**config.mk**
```make
export PLATFORM = sky130hd
export DESIGN_NAME = bcd_conv_arbiter
export DESIGN_NICKNAME = d
export VERILOG_FILES = /design/src/rtl/bcd_conv_arbiter.sv
export SDC_FILE = /design/constraint.sdc
export NUM_CORES = 1
export LEC_CHECK = 0
export ABC_AREA = 1
export CAP_MARGIN = 10
export CORE_MARGIN = 1.5
export CORE_UTILIZATION = 34
export CTS_CLUSTER_SIZE = 25
export DETAILED_ROUTE_END_ITERATION = 10
export GPL_TIMING_DRIVEN = 0
export PLACE_DENSITY = 0.74
export RECOVER_POWER = 25
export SYNTH_ARGS = -nofsm -noshare
export SYNTH_HDL_FRONTEND = slang
export SYNTH_SLANG_ARGS = --single-unit
```
**constraint.sdc**
```tcl
create_clock -name clk -period 1.72 [get_ports clk]
set_input_delay 0.344 -clock clk [delete_from_list [all_inputs] [get_ports clk]]
set_output_delay 0.344 -clock clk [all_outputs]
set_load 0.01 [all_outputs]
```
**src/rtl/bcd_conv_arbiter.sv**
```systemverilog
// bcd_conv_arbiter: round-robin sharing of a single bin2bcd converter among NREQ clients.
// Optional watchdog on the converter handshake is enabled by defining BCD_ARB_TIMEOUT_EN.
`default_nettype none

module bcd_conv_arbiter #(
  parameter int NREQ        = 4,
  parameter int TIMEOUT_CYC = 255
) (
  input  logic                 clk,
  input  logic                 reset,
  input  logic [NREQ-1:0]      req,
  input  logic [NREQ*32-1:0]   req_bin,
  output logic [NREQ-1:0]      gnt,
  output logic [NREQ-1:0]      done,
  output logic                 err,
  output logic [31:0]          result_dn,
  output logic [31:0]          result_up,
  output logic                 busy,
  output logic                 conv_init,
  output logic [31:0]          conv_bin,
  input  logic                 conv_ready,
  input  logic [31:0]          conv_dn,
  input  logic [31:0]          conv_up
);

  localparam int IW = (NREQ > 1) ? $clog2(NREQ) : 1;

  typedef enum logic [2:0] {
    S_IDLE    = 3'd0,
    S_LAUNCH  = 3'd1,
    S_WAIT_LO = 3'd2,
    S_WAIT_HI = 3'd3,
    S_DONE    = 3'd4
  } state_t;

  state_t          state;
  state_t          state_nxt;
  logic [IW-1:0]   ptr;
  logic [IW-1:0]   sel_idx;
  logic [IW-1:0]   win_idx;
  logic [IW-1:0]   cand;
  logic            win_any;
  logic [31:0]     win_bin;
  logic            wd_expired;

  // Rotating priority: the search starts one past the last winner.
  always_comb begin
    win_any = 1'b0;
    win_idx = '0;
    cand    = '0;
    for (int k = 1; k <= NREQ; k++) begin
      cand = IW'((int'(ptr) + k) % NREQ);
      if (!win_any && req[cand]) begin
        win_any = 1'b1;
        win_idx = cand;
      end
    end
  end

  always_comb begin
    win_bin = '0;
    for (int i = 0; i < NREQ; i++) begin
      if (win_idx == IW'(i)) begin
        win_bin = req_bin[32*i +: 32];
      end
    end
  end

`ifdef BCD_ARB_TIMEOUT_EN
  logic [15:0] wd_cnt;
  logic        err_q;

  assign wd_expired = (wd_cnt >= 16'(TIMEOUT_CYC - 1));

  // Counter restarts on entry to each wait phase; err_q remembers an abort until DONE.
  always_ff @(posedge clk) begin
    if (reset) begin
      wd_cnt <= '0;
      err_q  <= 1'b0;
    end else begin
      case (state)
        S_IDLE: begin
          if (win_any) begin
            err_q <= 1'b0;
          end
        end
        S_LAUNCH: begin
          wd_cnt <= '0;
        end
        S_WAIT_LO: begin
          if (!conv_ready) begin
            wd_cnt <= '0;
          end else if (wd_expired) begin
            err_q <= 1'b1;
          end else begin
            wd_cnt <= wd_cnt + 16'd1;
          end
        end
        S_WAIT_HI: begin
          if (!conv_ready) begin
            if (wd_expired) begin
              err_q <= 1'b1;
            end else begin
              wd_cnt <= wd_cnt + 16'd1;
            end
          end
        end
        default: ;
      endcase
    end
  end

  assign err = (state == S_DONE) && err_q;
`else
  assign wd_expired = 1'b0;
  assign err        = 1'b0;
`endif

  always_comb begin
    state_nxt = state;
    case (state)
      S_IDLE: begin
        if (win_any) begin
          state_nxt = S_LAUNCH;
        end
      end
      S_LAUNCH: state_nxt = S_WAIT_LO;
      S_WAIT_LO: begin
        if (!conv_ready) begin
          state_nxt = S_WAIT_HI;
        end else if (wd_expired) begin
          state_nxt = S_DONE;
        end
      end
      S_WAIT_HI: begin
        if (conv_ready || wd_expired) begin
          state_nxt = S_DONE;
        end
      end
      S_DONE:  state_nxt = S_IDLE;
      default: state_nxt = S_IDLE;
    endcase
  end

  assign conv_init = (state == S_LAUNCH);
  assign busy      = (state != S_IDLE);
  assign done      = (state == S_DONE) ? gnt : '0;

  always_ff @(posedge clk) begin
    if (reset) begin
      state     <= S_IDLE;
      ptr       <= IW'(NREQ - 1);
      sel_idx   <= '0;
      gnt       <= '0;
      conv_bin  <= '0;
      result_dn <= '0;
      result_up <= '0;
    end else begin
      state <= state_nxt;
      case (state)
        S_IDLE: begin
          if (win_any) begin
            sel_idx  <= win_idx;
            gnt      <= NREQ'(1) << win_idx;
            conv_bin <= win_bin;
          end
        end
        S_WAIT_LO: begin
          if (conv_ready && wd_expired) begin
            result_dn <= '0;
            result_up <= '0;
          end
        end
        S_WAIT_HI: begin
          if (conv_ready) begin
            result_dn <= conv_dn;
            result_up <= conv_up;
          end else if (wd_expired) begin
            result_dn <= '0;
            result_up <= '0;
          end
        end
        S_DONE: begin
          ptr <= sel_idx;
          gnt <= '0;
        end
        default: ;
      endcase
    end
  end

endmodule

`default_nettype wire

```
==> results of run 1 <==
routing by layer:
layer | global-route usage [%] | part of all wire [%]
met3 | 7.35 | 8.5
met1 | 28.0 | 39
met4 | 10.3 | 3.2
met5 | 0 | 0
met2 | 45.4 | 50
registers in the layout, indices dropped and copies added (netlist names):
| name | flops |
|---|---|
| result_dn | 32 |
| sel_idx | 2 |
| ptr | 2 |
| state | 3 |
| result_up | 32 |
| conv_bin | 32 |
| gnt | 4 |
path summary, 6_finish.rpt:
path | from | endpoint | slack (ns) | cells after the start
worst min register to register | result_up[22] | result_up[22] | 0.44 | 2
worst min-delay path | result_up[22] | result_up[22] | 0.44 | 2
worst max-delay path | req[0] | conv_bin[13] | -0.40 | 15
worst max register to register | ptr[0] | conv_bin[29] | -0.40 | 15
through the flow:
step | cell area (sq um) | power (mW) | worst slack, ns | utilization [%] | TNS, ns
2_1_floorplan | 5220 | 4.26 | -0.0837 | - | -2.14
3_3_place_gp | 8500 | 5.64 | -0.826 | 57.8 | -50.98
3_5_place_dp | 8500 | 5.66 | -0.843 | 57.8 | -54.28
4_1_cts | 9410 | 8.39 | -0.320 | 64.0 | -10.47
5_1_grt | 9780 | 9.05 | -0.504 | 66.5 | -20.96
6_report | 9780 | 8.58 | -0.398 | 66.5 | -13.67
worst reg2reg max path, cell delays in order (launching register included):
cell and delay [ns]:
dfxtp_4 0.36, buf_12 0.15, nand2_2 0.07, nand2_4 0.06, nand2_4 0.09, nand2_8 0.07, nor2_8 0.14, buf_4 0.14
nand3b_4 0.09, nand2_8 0.10, inv_2 0.10, buf_6 0.16, nand3_1 0.09, nand4_1 0.14, nand2_1 0.13, a21oi_1 0.06
what timing repair did:
| item | CTS | global route |
|---|---|---|
| gates cloned | 3 | 4 |
| setup buffers | 29 | 8 |
| endpoints found under the setup margin | 63 | 59 |
| pin swaps | 28 | 45 |
| resized for setup | 128 | 79 |
power groups by stage:
stage | sequential, mW | clock, mW | combinational (mW)
after global routing | 2.96 | 2.36 | 3.73
after detailed placement | 2.96 | 0 | 2.70
after floorplan | 3.08 | 0 | 1.19
after CTS | 2.92 | 2.24 | 3.23
after global placement | 2.96 | 0 | 2.68
final | 2.92 | 2.20 | 3.46
kinds of logic after synthesis:
| kind of cell | count (synthesis) |
|---|---|
| compound gates | 198 |
| simple gates | 337 |
| flops | 107 |
| buf+inv | 136 |
| other cells | 1 |
layout by cell type, fill, tap and decap left out, types with 6 or more instances in the layout:
cell type	n
a21oi_1	83
a21oi_2	18
buf_4	31
buf_6	18
buf_8	8
clkbuf_1	22
clkbuf_16	13
clkbuf_2	6
clkdlybuf4s50_1	262
dfxtp_1	101
dlygate4sd3_1	32
inv_1	77
inv_2	6
nand2_1	176
nand2_2	11
nand2_4	12
nand3_1	15
nand4_1	13
nor2_1	66
nor2_2	19
nor2_4	11
o21ai_0	71
o21ai_1	20
cell type report:
cell class                      count  area (sq um)
Inverter                           89           364
Tap cell                          184           230
Sequential cell                   107          2160
Fill cell                        1247          4920
Timing Repair Buffer              348          3520
Multi-Input combinational cell    536          2830
Clock inverter                      5          65.1
Clock buffer                       11           243
Buffer                             47           378
==> metrics.md, run 1 <==
| Metric | Value |
|---|---|
| Status | `finished, violations left` |
| Failing checks | `setup timing` |
| Worst Hold Slack | `0.441 ns` |
| Xor/xnor cell area share of the yosys netlist | `0%` |
| # diodes | `0` |
| # DRC | `0` |
| Synth unique cells | `32` |
| Register area share after synthesis | `41.5%` |
| Clk_lat worst skew | `0.36 ns` |
| Seq pwr share | `34.0%` |
| Root buffer selected by CTS | `clkbuf_16` |
| Die width | `126 um` |
| Synthesized Nets | `978` |
| RSZ-0062 raised after global routing | `yes` |
| Tmin final | `2.12 ns` |
| Buf+Inv Stages, Crit Path | `5` |
| MaxCap Viol Count | `0` |
| H-tree Lvls | `3` |
| Post-synthesis compound-gate area fraction | `19.5%` |
| Pwr Density | `877 mW/mm^2` |
| Top Ports | `306` |
| Synth Flop Type | `dfxtp_1` |
| Setup Viol. Count Final | `42` |
| Die area | `0.0159 sq mm` |
| Maximum VDD drop | `0.465 mV` |
| Worst-path fanout max | `10` |
| Adder-Cell Fraction of Synth Area | `0%` |
| Gr ovfl total | `0` |
| Largest area contributor in the netlist | `dfxtp_1` |
| Post-synthesis simple-gate area fraction | `27.9%` |
| Top-area cell type share of the netlist area | `41.5%` |
| NumNets Final | `1337` |
| CP required | `1.95 ns` |
| EDFF count, synth | `0` |
| Count of warnings emitted by yosys | `0` |
| Tightest Pin Transition | `0.550 ns` |
| Largest family of logic cells by synthesized area | `simple AND/OR/NAND/NOR gates` |
| Hold Vio Cnt, Final | `0` |
| Post-Place Cells | `1267` |
| Worst path arrival time | `2.35 ns` |
| Total Wirelength | `21.0 mm` |
| CTS tree | `yes` |
| First-pass GRT wire length | `31.5 mm` |
| Setup ws final | `-0.398 ns` |
| Cell Area, Synth | `0.00517 sq mm` |
| Post-Syn Area per Cell | `6.63 sq um` |
| Peak Freq | `472 MHz` |
| Post-synth top cells | `nand2_1 (193), dfxtp_1 (107), a21oi_1 (100)` |
| Num CTS Buffers | `9` |
| Gpl congestion | `0.843` |
| Mux cell area share after synthesis | `0%` |
| Clock sink count | `107` |
| Psw | `2.81 mW` |
| Most common cell in the netlist | `nand2_1` |
| Layout cells sized above 1 | `17.0%` |
| Post-DP HPWL | `15.2 mm` |
| Crit share post-route | `123%` |
| Worst slew margin | `63.3%` |
| Net Sw Frac | `32.8%` |
| Clk pin slew, worst setup/hold paths | `0.07 ns` |
| CP max-delay cell | `clkdlybuf4s50_1` |
| Vias per std cell | `4.79` |
| CP most frequent cell | `nand2_1` |
| Initial core utilization | `35.1%` |
| Async SR Flop Fraction | `0%` |
| HP Class | `reg2reg` |
| Initial antenna violation count | `0` |
| Clock Skews | `0.00803 ns` |
| Largest stage delay on the critical path | `0.51 ns` |
| Hold buffers post-CTS | `0` |
| Comb power frac | `40.4%` |
| CP Class | `in2reg` |
| Internal power | `5.77 mW` |
| Finished Layout Cells | `1327` |
| Crit path max-delay family | `buffers and inverters` |
| Clock power share | `25.6%` |
| Final slew viol count | `0` |
| WL/cell | `15.8 um` |
| Core area | `0.0147 sq mm` |
| FF+latch count, synth | `107` |
| Area contributors post-synth | `dfxtp_1 (41%), nand2_1 (14%), a21oi_1 (9.7%)` |
| GRT Overall Usage | `25.3%` |
| Antenna Nets Post-Route | `0` |
| Die Ht | `126 um` |
| Area growth syn-to-layout | `89.3%` |
| Clock buffer depth | `2` |
| CP Capture Type | `flop` |
| Largest net degree at the start of global routing | `19` |
| Row Count | `44` |
| Lkg Pwr | `4.05 nW` |
| DR pass1 iterations | `4` |
| Crit path launch type | `input pin` |
| Port bufs | `304` |
| Via count | `6355` |
| Cells after Synth | `779` |
| DR iter-0 viols | `275` |
| Crit-path cells | `clkdlybuf4s50_1 -> inv_1 -> nand2_1 -> nand3_2 -> nand2_4 -> nor2_8 -> buf_4 -> nand3b_4 -> nand2_8 -> buf_8 -> clkbuf_8 -> o21ai_1 -> nand2_1 -> a21oi_2 -> nor2_1` |
| Vias in the first global route | `6099` |
Note: power is estimated with default switching activity, not from simulation.
==> inputs of run 2 (changes only) <==
Settings changed: CORE_AREA from default to 2 2 119 121, CORE_MARGIN 1.5 to default, CORE_UTILIZATION 34 to default, DIE_AREA from default to 0 0 121 123, PLACE_DENSITY 0.74 to 0.78.
Clock period 1.72 ns to 2.5 ns, I/O delays scaled along.
==> run 2 against run 1 <==
Against the previous run: largest cell class unchanged; the flow now finishes without violations; combinational power decreased by 48%; critical path type is now reg2out; utilization decreased by 2.2 points; sequential share of layout area increased by 2.4 points; setup slack improved by 0.57 ns; largest power group is now registers; worst hold slack got worse by 0.00097 ns; design area decreased by 10%; highest routed layer unchanged; power decreased by 39%; global-route usage decreased by 1.6 points; clock-buffer cell count decreased by 1; register-to-register slack improved by 0.69 ns; non-clock buffer count decreased by 44.
==> metrics.md, run 2 (synthesis gave the netlist of run 1 again) <==
| Metric | Value |
|---|---|
| Status | `finished, final reports clean (was finished, violations left)` |
| GR Util met3 | `7.47% (was 7.35%)` |
| Psw | `1.72 mW (was 2.81 mW)` |
| Crit path launch type | `flop (was input pin)` |
| Num CTS Buffers | `9 (unchanged)` |
| Die width | `121 um (was 126 um)` |
| Total Wirelength | `18.7 mm (was 21.0 mm)` |
| CP required | `2.00 ns (was 1.95 ns)` |
| Vias per std cell | `4.72 (was 4.79)` |
| Number of setup buffers added after CTS | `0 (was 29)` |
| Area growth syn-to-layout | `69.5% (was 89.3%)` |
| CP Class | `reg2out (was in2reg)` |
| Hold buffers post-CTS | `0 (unchanged)` |
| Initial core utilization | `38.0% (was 35.1%)` |
| Clock buffer depth | `2 (unchanged)` |
| Top Ports | `306 (unchanged)` |
| Internal power | `3.47 mW (was 5.77 mW)` |
| Comb power frac | `34.5% (was 40.4%)` |
| # DRC | `0 (unchanged)` |
| Gr ovfl total | `0 (unchanged)` |
| DR pass1 iterations | `4 (unchanged)` |
| Initial antenna violation count | `0 (unchanged)` |
| Top Registers | `conv_bin (32), result_dn (32), result_up (32) (unchanged)` |
| H-tree Lvls | `3 (unchanged)` |
| Antenna Nets Post-Route | `0 (unchanged)` |
| Via count | `6035 (was 6355)` |
| Worst slew margin | `64.1% (was 63.3%)` |
| GRT Overall Usage | `23.7% (was 25.3%)` |
| WL/cell | `14.6 um (was 15.8 um)` |
| First-pass GRT wire length | `27.6 mm (was 31.5 mm)` |
| RSZ-0062 raised after global routing | `no (was yes)` |
| Gpl congestion | `0.870 (was 0.843)` |
| Root buffer selected by CTS | `clkbuf_16 (unchanged)` |
| Largest net degree at the start of global routing | `20 (was 19)` |
| Maximum VDD drop | `0.354 mV (was 0.465 mV)` |
| Worst-path fanout max | `5 (was 10)` |
| Post-DP HPWL | `14.7 mm (was 15.2 mm)` |
| Clock sink count | `107 (unchanged)` |
| Layout cells sized above 1 | `5.82% (was 17.0%)` |
| Tmin final | `2.32 ns` |
| Seq pwr share | `38.5% (was 34.0%)` |
| Final setup TNS | `0 ns (was -13.67 ns)` |
| Hold Vio Cnt, Final | `0 (unchanged)` |
| Worst Hold Slack | `0.440 ns (was 0.441 ns)` |
| Die Ht | `123 um (was 126 um)` |
| Pre-CTS setup slack | `-0.318 ns (was -0.843 ns)` |
| HP Class | `reg2reg (unchanged)` |
| Leading cell type in the layout, fill and taps excluded | `clkdlybuf4s50_1 (unchanged)` |
| Worst path arrival time | `1.82 ns (was 2.35 ns)` |
| # diodes | `0 (unchanged)` |
| NumNets Final | `1293 (was 1337)` |
| Tightest Pin Transition | `0.539 ns (was 0.550 ns)` |
| Post-cts repair resize count | `1 (was 128)` |
| DR iter-0 viols | `309 (was 275)` |
| Die area | `0.0149 sq mm (was 0.0159 sq mm)` |
| Vias in the first global route | `5367 (was 6099)` |
| Setup Viol. Count Final | `0 (was 42)` |
| Port bufs | `304 (unchanged)` |
| Pwr Density | `593 mW/mm^2 (was 877 mW/mm^2)` |
| Net Sw Frac | `33.1% (was 32.8%)` |
| Row Count | `43 (was 44)` |
| CTS tree | `yes (unchanged)` |
| Clk pin slew, worst setup/hold paths | `0.08 ns (was 0.07 ns)` |
| Core area | `0.0136 sq mm (was 0.0147 sq mm)` |
| Overall Power | `5.19 mW (was 8.58 mW)` |
| Clock power share | `27.0% (was 25.6%)` |
| Commonest non-fill, non-tap cells in the layout | `clkdlybuf4s50_1 (253), nand2_1 (193), dfxtp_1 (107) (was clkdlybuf4s50_1 (262), nand2_1 (176), dfxtp_1 (101))` |
| CP Capture Type | `primary output (was flop)` |
| Clk_lat worst skew | `0.35 ns (was 0.36 ns)` |
| Final slew viol count | `0 (unchanged)` |
| Crit share post-route | `93.0%` |
| Clock Skews | `0.0141 ns (was 0.00803 ns)` |
| MaxCap Viol Count | `0 (unchanged)` |
| Met1 global-route usage | `26.5% (was 28.0%)` |
| Peak Freq | `430 MHz` |
| Lkg Pwr | `3.66 nW (was 4.05 nW)` |
| Gr busiest metal | `met2 (unchanged)` |
| Met2 Use GR | `42.9% (was 45.4%)` |
| Setup ws final | `0.175 ns (was -0.398 ns)` |
-- run 2: final cells by class --
| type | count | area (sq um) |
|---|---|---|
| clock inverter | 6 | 56.3 |
| multi-input combinational | 536 | 2480 |
| inverter | 89 | 342 |
| tap | 180 | 225 |
| buffer | 47 | 240 |
| timing repair buffer | 304 | 3040 |
| fill | 1260 | 4860 |
| clock buffer | 10 | 229 |
| sequential | 107 | 2140 |
-- run 2: worst paths after layout --
| path | start | end | slack (ns) | depth (start not counted) |
|---|---|---|---|---|
| setup / recovery | state[1] | done[1] | 0.18 | 4 |
| hold / removal | result_up[3] | result_up[3] | 0.44 | 2 |
| setup reg to reg | ptr[0] | conv_bin[9] | 0.29 | 16 |
| hold reg to reg | result_up[3] | result_up[3] | 0.44 | 2 |
-- run 2: power groups by stage --
stage | combinational, mW | sequential, mW | clock, mW
after global routing | 1.98 | 2.02 | 1.48
after global placement | 1.80 | 2.03 | 0
after detailed placement | 1.81 | 2.04 | 0
final | 1.79 | 2.00 | 1.40
after CTS | 1.82 | 2.00 | 1.42
after floorplan | 0.782 | 2.12 | 0
-- run 2: metrics by stage --
| stage | cell area [sq um] | utilization, % | std cells |
|---|---|---|---|
| 6_report | 8750 | 64.3 | 1279 |
| 5_1_grt | 8750 | 64.3 | 1279 |
| 4_1_cts | 8720 | 64.1 | 1279 |
| 3_5_place_dp | 8430 | 62.0 | 1263 |
| 3_3_place_gp | 8430 | 62.0 | 1263 |
| 2_1_floorplan | 5170 | - | 779 |
-- run 2: layer usage --
metal / up-vias / share of wire [%]
li1: 3112 / -
met1: 2664 / 40
met2: 240 / 49
met3: 19 / 9.7
met4: 0 / 1.6
met5: - / 0
-- run 2: worst max-delay path: stages, from the launching register on --
cell             delay [ns]
dfxtp_1                0.38
nor3_4                 0.26
inv_1                  0.16
nor2_1                 0.11
clkdlybuf4s50_1        0.58
